--- config.mk ---
export PLATFORM = sky130hd
export DESIGN_NAME = uart_rx_fifo
export DESIGN_NICKNAME = d
export VERILOG_FILES = /design/src/rtl/uart_pkg.sv /design/src/rtl/uart_rx_fifo.sv
export SDC_FILE = /design/constraint.sdc
export NUM_CORES = 1
export LEC_CHECK = 0
export ABC_AREA = 1
export CORE_ASPECT_RATIO = 0.7
export CORE_MARGIN = 2
export CORE_UTILIZATION = 57
export CTS_CLUSTER_SIZE = 14
export DETAILED_ROUTE_END_ITERATION = 16
export PLACE_DENSITY = 0.8
export RECOVER_POWER = 50
export SLEW_MARGIN = 25
export SYNTH_ARGS = -nofsm -noshare
export SYNTH_HDL_FRONTEND = slang
export SYNTH_SLANG_ARGS = --single-unit
--- constraint.sdc ---
create_clock -name clk -period 2.6 [get_ports clk]
set_input_delay 0.26 -clock clk [delete_from_list [all_inputs] [get_ports clk]]
set_output_delay 0.26 -clock clk [all_outputs]
set_load 0.05 [all_outputs]
--- src/rtl/uart_pkg.sv ---
// Shared UART definitions: the FIFO entry layout and the default receive FIFO depth.
package uart_pkg;

    localparam int unsigned UART_FIFO_DEPTH = 8;
    localparam int unsigned UART_MAX_WIDTH  = 16;

    // Entries are sized for the widest supported character; narrower FIFOs leave the top bits constant.
    typedef struct packed {
        logic                      err;
        logic [UART_MAX_WIDTH-1:0] data;
    } uart_entry_t;

    function automatic uart_entry_t make_entry(input logic err, input logic [UART_MAX_WIDTH-1:0] data);
        uart_entry_t e;
        e.err  = err;
        e.data = data;
        return e;
    endfunction

endpackage

--- src/rtl/uart_rx_fifo.sv ---
// Receive FIFO behind a UART receiver: show-ahead head, sticky overrun, watermark and idle timeout.
module uart_rx_fifo
    import uart_pkg::*;
#(
    parameter int unsigned Depth = UART_FIFO_DEPTH,
    parameter int unsigned Width = 8
) (
    input  logic                     clk,
    input  logic                     reset,
    input  logic [Width-1:0]         rxData,
    input  logic                     rxDone,
    input  logic                     rxErr,
    input  logic                     pop,
    input  logic                     flush,
    input  logic                     clearOverrun,
    input  logic [$clog2(Depth):0]   threshold,
    input  logic [15:0]              timeoutCycles,
    output logic [Width-1:0]         data,
    output logic                     dataErr,
    output logic                     valid,
    output logic [$clog2(Depth):0]   count,
    output logic                     full,
    output logic                     overrun,
    output logic                     aboveThreshold,
    output logic                     timeout
);

    localparam int unsigned PW = $clog2(Depth);
    localparam int unsigned CW = PW + 1;

    uart_entry_t   mem_q [Depth];
    logic [PW-1:0] head_q, head_d;
    logic [PW-1:0] tail_q, tail_d;
    logic [CW-1:0] count_q, count_d;
    logic          overrun_q, overrun_d;
    logic          timeout_q, timeout_d;
    logic [15:0]   idle_q, idle_d;

    logic          do_push;
    logic          do_pop;
    logic          drop;
    logic [CW-1:0] thr_eff;
    uart_entry_t   head_entry;

    always_comb begin
        valid   = count_q != '0;
        full    = count_q == CW'(Depth);
        do_pop  = pop & valid & ~flush;
        // A pop frees the slot in the same cycle, so a full FIFO still accepts the byte.
        do_push = rxDone & (~full | pop) & ~flush;
        drop    = rxDone & full & ~pop & ~flush;

        head_d  = head_q;
        tail_d  = tail_q;
        count_d = count_q;
        if (flush) begin
            head_d  = '0;
            tail_d  = '0;
            count_d = '0;
        end else begin
            if (do_pop) begin
                head_d = head_q + PW'(1);
            end
            if (do_push) begin
                tail_d = tail_q + PW'(1);
            end
            case ({do_push, do_pop})
                2'b10:   count_d = count_q + CW'(1);
                2'b01:   count_d = count_q - CW'(1);
                default: count_d = count_q;
            endcase
        end

        overrun_d = drop | (overrun_q & ~clearOverrun);

        if (rxDone || pop || flush || !valid) begin
            idle_d = '0;
        end else if (idle_q == 16'hFFFF) begin
            idle_d = idle_q;
        end else begin
            idle_d = idle_q + 16'd1;
        end

        // Compare against the next idle value so timeout rises on the edge the counter reaches the limit.
        if (pop || flush) begin
            timeout_d = 1'b0;
        end else if (timeoutCycles != '0 && valid && idle_d == timeoutCycles) begin
            timeout_d = 1'b1;
        end else begin
            timeout_d = timeout_q;
        end
    end

    always_ff @(posedge clk) begin
        if (reset) begin
            head_q    <= '0;
            tail_q    <= '0;
            count_q   <= '0;
            overrun_q <= 1'b0;
            timeout_q <= 1'b0;
            idle_q    <= '0;
        end else begin
            head_q    <= head_d;
            tail_q    <= tail_d;
            count_q   <= count_d;
            overrun_q <= overrun_d;
            timeout_q <= timeout_d;
            idle_q    <= idle_d;
        end
    end

    always_ff @(posedge clk) begin
        if (!reset && do_push) begin
            mem_q[tail_q] <= make_entry(rxErr, UART_MAX_WIDTH'(rxData));
        end
    end

    always_comb begin
        head_entry     = mem_q[head_q];
        thr_eff        = (threshold == '0) ? CW'(1) : threshold;
        data           = valid ? Width'(head_entry.data) : '0;
        dataErr        = valid & head_entry.err;
        count          = count_q;
        overrun        = overrun_q;
        timeout        = timeout_q;
        aboveThreshold = count_q >= thr_eff;
    end

endmodule

Word-level counts from Yosys, hierarchy flattened
Memories as Yosys holds them, arrays and structs flattened. A register that Yosys moved wholly into a read port is not among the register bits.
Cells that the tools add are included.
- logic and storage cells: 57
- memories: 1
- register bits after elaboration: 28
- latch bits: 0
- ROM bits: 0
- bits of input ports: 35
- RAM bits: 72
- memory list (name ; words ; width ; rd ports ; clocked after memory_dff ; wr ports ; RTL line ; text):
    mem_q ; 8 ; 9 ; 1 ; 1 ; 1 ; uart_rx_fifo.sv:31 ; uart_entry_t mem_q [Depth];
- eq/ne operators: 5
- reductions and logical operators: 15
- shift operators: 0
- order comparisons: 1
- mux-type cells: 9
- divide/modulo/power cells: 0
- add/sub/neg operators: 5
- multiply operators: 0
- bitwise gates (word level): 15
- operators with widths (kind ; count):
    16-bit two-way mux ; 2
    16-bit by 1-bit adder with 16-bit output, second input constant ; 1
    16-bit equality test ; 1
    16-bit equality test, second input constant ; 1
    16-bit nonzero test ; 1
    1-bit AND ; 9
    8-bit two-way mux ; 1
    4-bit one-hot mux with 2 select lines ; 1
    3-bit by 1-bit adder with 3-bit output, second input constant ; 2
    3-bit two-way mux ; 2
    4-bit by 1-bit adder with 4-bit output, second input constant ; 1
    4-bit equality test, second input constant ; 1
    4-bit >= comparator ; 1
    4-bit logical NOT ; 1
    1-bit logical OR ; 4
    4-bit two-way mux ; 1
    1-bit NOT ; 4
    4-bit nonzero test ; 1
    2-bit OR reduction ; 2
    4-bit by 1-bit subtractor with 4-bit output, second input constant ; 1
    1-bit logical AND ; 3
    2-bit by 1-bit equality test with 1-bit output, second input constant ; 1
    2-bit equality test, second input constant ; 1
    1-bit logical NOT ; 2
    3 further kinds ; 5

Depth between registers and ports, before layout
Gate-level depths: netlist (run 1).
- word-level depth: 8
- gate-level depth with buffers: 16
- gate-level depth less buffers: 16

Worst setup path before layout (run 1)
Ideal clock, no wire load.
- path kind: flip-flop to flip-flop
- start point: register count_q[3] (netlist: count[3])
- end point: register count_q[3] (netlist: count[3])
- slack: -1.462 ns
- data arrival time: 3.941 ns
- cell stages (with the launch flop): 15
- period minus slack after synthesis: 4.062 ns
- data required time: 2.479 ns
- cells stage by stage: dfxtp_1 inv_1 nor4_1 nand2_1 nand2_1 ha_1 ha_1 nand2_1 nor2_1 a211oi_1 nor2_1 nor2_1 nand2_1 o21ai_0 a21oi_1
- word-level cells in the longest chain between the ends: 7
- RTL lines (what ; RTL line ; text):
    start: declaration ; uart_rx_fifo.sv:34 ; logic [CW-1:0] count_q, count_d;
    start signal: assignment ; uart_rx_fifo.sv:105 ; count_q <= count_d;
    4-bit equality test (*) ; uart_rx_fifo.sv:47 ; full = count_q == CW'(Depth);
    net full ; uart_rx_fifo.sv:22 ; output logic full,
    1-bit NOT (*) ; uart_rx_fifo.sv:50 ; do_push = rxDone & (~full | pop) & ~flush;
    1-bit bitwise OR (*) ; uart_rx_fifo.sv:50 ;
    1-bit AND (*) (2 in a row) ; uart_rx_fifo.sv:50 ;
    2-bit by 1-bit equality test with 1-bit output / 2-bit equality test (equally long branches) ; uart_rx_fifo.sv:67 ; case ({do_push, do_pop})
    4-bit one-hot mux with 2 select lines / 2-bit nonzero test (equally long branches) ; n/a ;
Mark *: on every way through the listed nets, which the timed path passes. The rest lies on a longest branch.
A chain may end at the register's enable or synchronous reset.

==> summary.md, run 1 <==
| Metric | Value |
|---|---|
| Outcome | `finished clean` |
| Boundary Pins | `53` |
| H-tree Lvls | `3` |
| CP endpoint kind | `output port` |
| Diodes inserted | `0` |
| Crit path buf inv count | `4` |
| Cells after Synth | `567` |
| Worst slew margin | `56.0%` |
| Top Layer Used | `met4` |
| Number of global-route vias before repair | `3,992` |
| Startpoint Class | `flop` |
| Initial core utilization | `59.1%` |
| Least-Margin Pin Slew | `0.659 ns` |
| Critical path type | `reg2out` |
| Vias | `4,226` |
| Internal | `2.54 mW` |
| Tcrit/Tclk final | `92.6%` |
| Compound-Gate Fraction of Synth Area | `10.3%` |
| Hold Path Stages | `2` |
| Final Setup Violations | `0` |
| Nets | `675` |
| Worst path slowest cell | `dfxtp_1` |
| Global-route wire length before repair | `18,900 um` |
| MaxCap Viol Count | `0` |
| Top delay family on crit path | `buffers and inverters` |
| Synthesized-area fraction occupied by adder cells | `2.90%` |
| Gr usage total | `26.4%` |
| Pwr dens | `550 nW/um^2` |
| Crit Path Max Fanout | `36` |
| Sw Pwr | `815 uW` |
| Largest family of logic cells by synthesized area | `simple AND/OR/NAND/NOR gates` |
| GPL Wtd Cong | `0.905` |
| Worst vdd ir | `317 uV` |
| P&R area growth vs syn | `22.0%` |
| Floorplan row count | `28` |
| Leak pwr | `2.27 nW` |
| Register area share after synthesis | `55.6%` |
| Clk_skew | `0.0124 ns` |
| Wl on met1 | `5190 um` |
| Fraction of layout cells with a size suffix above 1 | `13.7%` |
| Mux contribution to synthesized area | `0%` |
| Avg Synthesized Cell Area | `8.83 um^2` |
| Hold Fails Final Rpt | `0` |
| Wire length on met2 | `5780 um` |
| I/O Buffers | `52` |
| Worst min-delay path class | `reg2reg` |
| Max Root-Sink Buffers | `2` |
| Total die area | `9560 um^2` |
| Yosys warns | `0` |
| Worst skew pair latency | `0.35 ns` |
| WL per Instance | `16.0 um` |
| CTS tree | `built` |
| Clk sinks | `103` |
| Met3 routed WL | `806 um` |
| Simple-Gate Fraction of Synth Area | `24.8%` |
| Min-Delay Startpoint | `timeout` |
| Syn_nets | `613` |
| Residual DRC count | `0` |
| CTS Buf Count | `9` |
| Comb pwr share | `8.8%` |
| Worst path cell trace | `buf_4, inv_1, buf_4, o21ai_0, o22ai_1, o21ai_0, a31oi_2, buf_4` |
| Via density | `5.60` |
| TritonRoute pass-1 iters | `5` |
| Commonest cells after routing, fill and taps aside | `nor2_1 (115), nand2_1 (86), edfxtp_1 (72), o21ai_0 (58), inv_1 (53)` |
| Post-CTS Hold Buffers | `0` |
| Post-DP HPWL | `8230 um` |
| Switching Fraction | `24.3%` |
| Max Clk Rate | `415 MHz` |
| 1st-iter DRT viols | `335` |
| WP data arrival | `2.15 ns` |
| Core area | `8480 um^2` |
| Total power | `3.36 mW` |
| Largest net degree at the start of global routing | `37` |
| Reg power frac | `52.6%` |
| Worst Reg-to-Reg Cells | `13` |
| Synth Area in XOR/XNOR | `0.350%` |
| Mapped Area | `5010 um^2` |
| Most frequent CP cell | `buf_4` |
| Reg-to-Reg Start | `count[1]` |
| Synth unique cells | `34` |
| Yosys reg bits | `103` |
| Commonest non-fill, non-tap cell in the layout | `nor2_1` |
| WP depth | `8` |
| Non-Filler Instances | `754` |
| CP max stage delay | `0.33 ns` |
| Die width | `116 um` |
| Grt ovf | `0` |
| Root Driver | `clkbuf_16` |
| Final max-slew violation count | `0` |
| Final min period | `2.41 ns` |
| Routed WL | `12,000 um` |
| Antenna Nets Post-Route | `0` |
| Clock Power Share | `38.7%` |
| Clock-pin transition on the worst setup and hold timing paths | `0.07 ns` |
| Placed insts | `738` |
| Worst EP required | `2.34 ns` |
| Die Ht | `82.4 um` |
| Antenna violations before repair | `0` |
Yosys cell counts:
cell type | instances | area share, %
nor3_1 | 5 | 0.50
xnor2_1 | 2 | 0.35
o211ai_1 | 1 | 0.15
fa_1 | 1 | 0.40
a21oi_1 | 14 | 1.4
a31oi_1 | 9 | 1.1
nor2_2 | 4 | 0.50
nand3_2 | 5 | 1.0
ha_1 | 10 | 2.5
nor3_2 | 1 | 0.20
nor4_1 | 1 | 0.13
clkbuf_1 | 14 | 1.0
o21ai_0 | 58 | 5.8
nand2_1 | 86 | 6.4
buf_4 | 1 | 0.15
nor3b_1 | 1 | 0.15
inv_1 | 54 | 4.0
dfxtp_1 | 31 | 12
nand2_4 | 1 | 0.22
nor2_4 | 2 | 0.45
nor2_1 | 116 | 8.7
inv_2 | 2 | 0.15
nand2_2 | 8 | 1.0
or2_2 | 1 | 0.13
a211oi_1 | 1 | 0.15
nand3b_1 | 3 | 0.45
a21oi_2 | 1 | 0.17
o21ai_1 | 2 | 0.20
nand3_1 | 37 | 3.7
o22ai_1 | 9 | 1.1
edfxtp_1 | 72 | 43
nand4_1 | 10 | 1.2
a31o_2 | 1 | 0.17
buf_6 | 3 | 0.67
worst min-delay path: stages (launching register included):
cell,delay [ns]
dfxtp_1,0.31
inv_1,0.06
a21oi_2,0.05
layer usage:
layer  vias to the layer above  track usage [%]
met4                         0             10.2
met5                         -                0
met1                      1984             33.7
met2                       166             44.0
li1                       2043                -
met3                        33             6.57
power groups by stage:
stage	Combinational, mW	Clock [mW]	Sequential [mW]
floorplan	0.153	0	1.81
global placement	0.283	0	1.80
detailed placement	0.294	0	1.80
CTS	0.296	1.31	1.77
global route	0.319	1.37	1.77
finish	0.294	1.30	1.77
final timing paths:
| check | endpoint | slack (ns) |
|---|---|---|
| worst min register to register | timeout | 0.46 |
| worst max-delay path | data[6] | 0.19 |
| worst max register to register | count[3] | 0.24 |
| worst min-delay path | timeout | 0.46 |
cell families (layout without fill, tap and decap cells):
group / after synthesis / in the layout
AND/OR/NAND/NOR: 281 / 281
flip-flops: 103 / 103
AO/OA/AOI/OAI: 96 / 96
buffers and inverters: 74 / 141
adder cells (fa/ha/maj): 11 / 11
XOR/XNOR: 2 / 2
timing repair:
item | 4_1_cts | 5_1_grt
setup endpoints to repair | 0 | 1
buffers inserted | 0 | 0
resized for setup | 0 | 1
state kept, by name (all words and copies together), names as in the netlist, named ones only:
signal	count
mem_q	72
idle_q	16
count	4
head_q	3
tail_q	3
overrun	1
timeout	1
metrics by stage:
step,area [um^2],util (%),setup WS [ns],hold slack (ns),TNS [ns]
floorplan,5110,-,0.00328,0.359,0
global placement,5820,68.6,0.185,0.447,0
detailed placement,5820,68.6,0.0698,0.453,0
CTS,6110,72.1,0.223,0.463,0
global route,6110,72.0,-0.00130,0.488,-0.00130
finish,6110,72.0,0.193,0.460,0
layout make-up:
| class | instances | area [um^2] |
|---|---|---|
| multi-input combinational | 390 | 2010 |
| sequential | 103 | 2800 |
| clock inverter | 7 | 66.3 |
| fill | 608 | 2370 |
| inverter | 56 | 210 |
| timing repair buffer | 69 | 648 |
| clock buffer | 9 | 225 |
| tap | 120 | 150 |
No activity file was read; power rests on OpenSTA's default activity.
==> inputs of run 2 (changes only) <==
--- a/config.mk
+++ b/config.mk
@@ -6,6 +6,7 @@
 export NUM_CORES = 1
 export LEC_CHECK = 0
 export ABC_AREA = 1
+export ABC_CLOCK_PERIOD_IN_PS = 2600
 export CORE_ASPECT_RATIO = 0.7
 export CORE_MARGIN = 2
 export CORE_UTILIZATION = 57
==> results of run 2 <==
Final layout, timing and power as in run 1 (identical DEF).
==> inputs of run 3 (changes only) <==
--- a/config.mk
+++ b/config.mk
@@ -10,8 +10,9 @@
 export CORE_ASPECT_RATIO = 0.7
 export CORE_MARGIN = 2
 export CORE_UTILIZATION = 57
-export CTS_CLUSTER_SIZE = 14
+export CTS_CLUSTER_SIZE = 40
 export DETAILED_ROUTE_END_ITERATION = 16
+export HOLD_SLACK_MARGIN = 0.03
 export PLACE_DENSITY = 0.8
 export RECOVER_POWER = 50
 export SLEW_MARGIN = 25
==> results of run 3 <==
Final layout, timing and power as in run 1 (identical DEF).
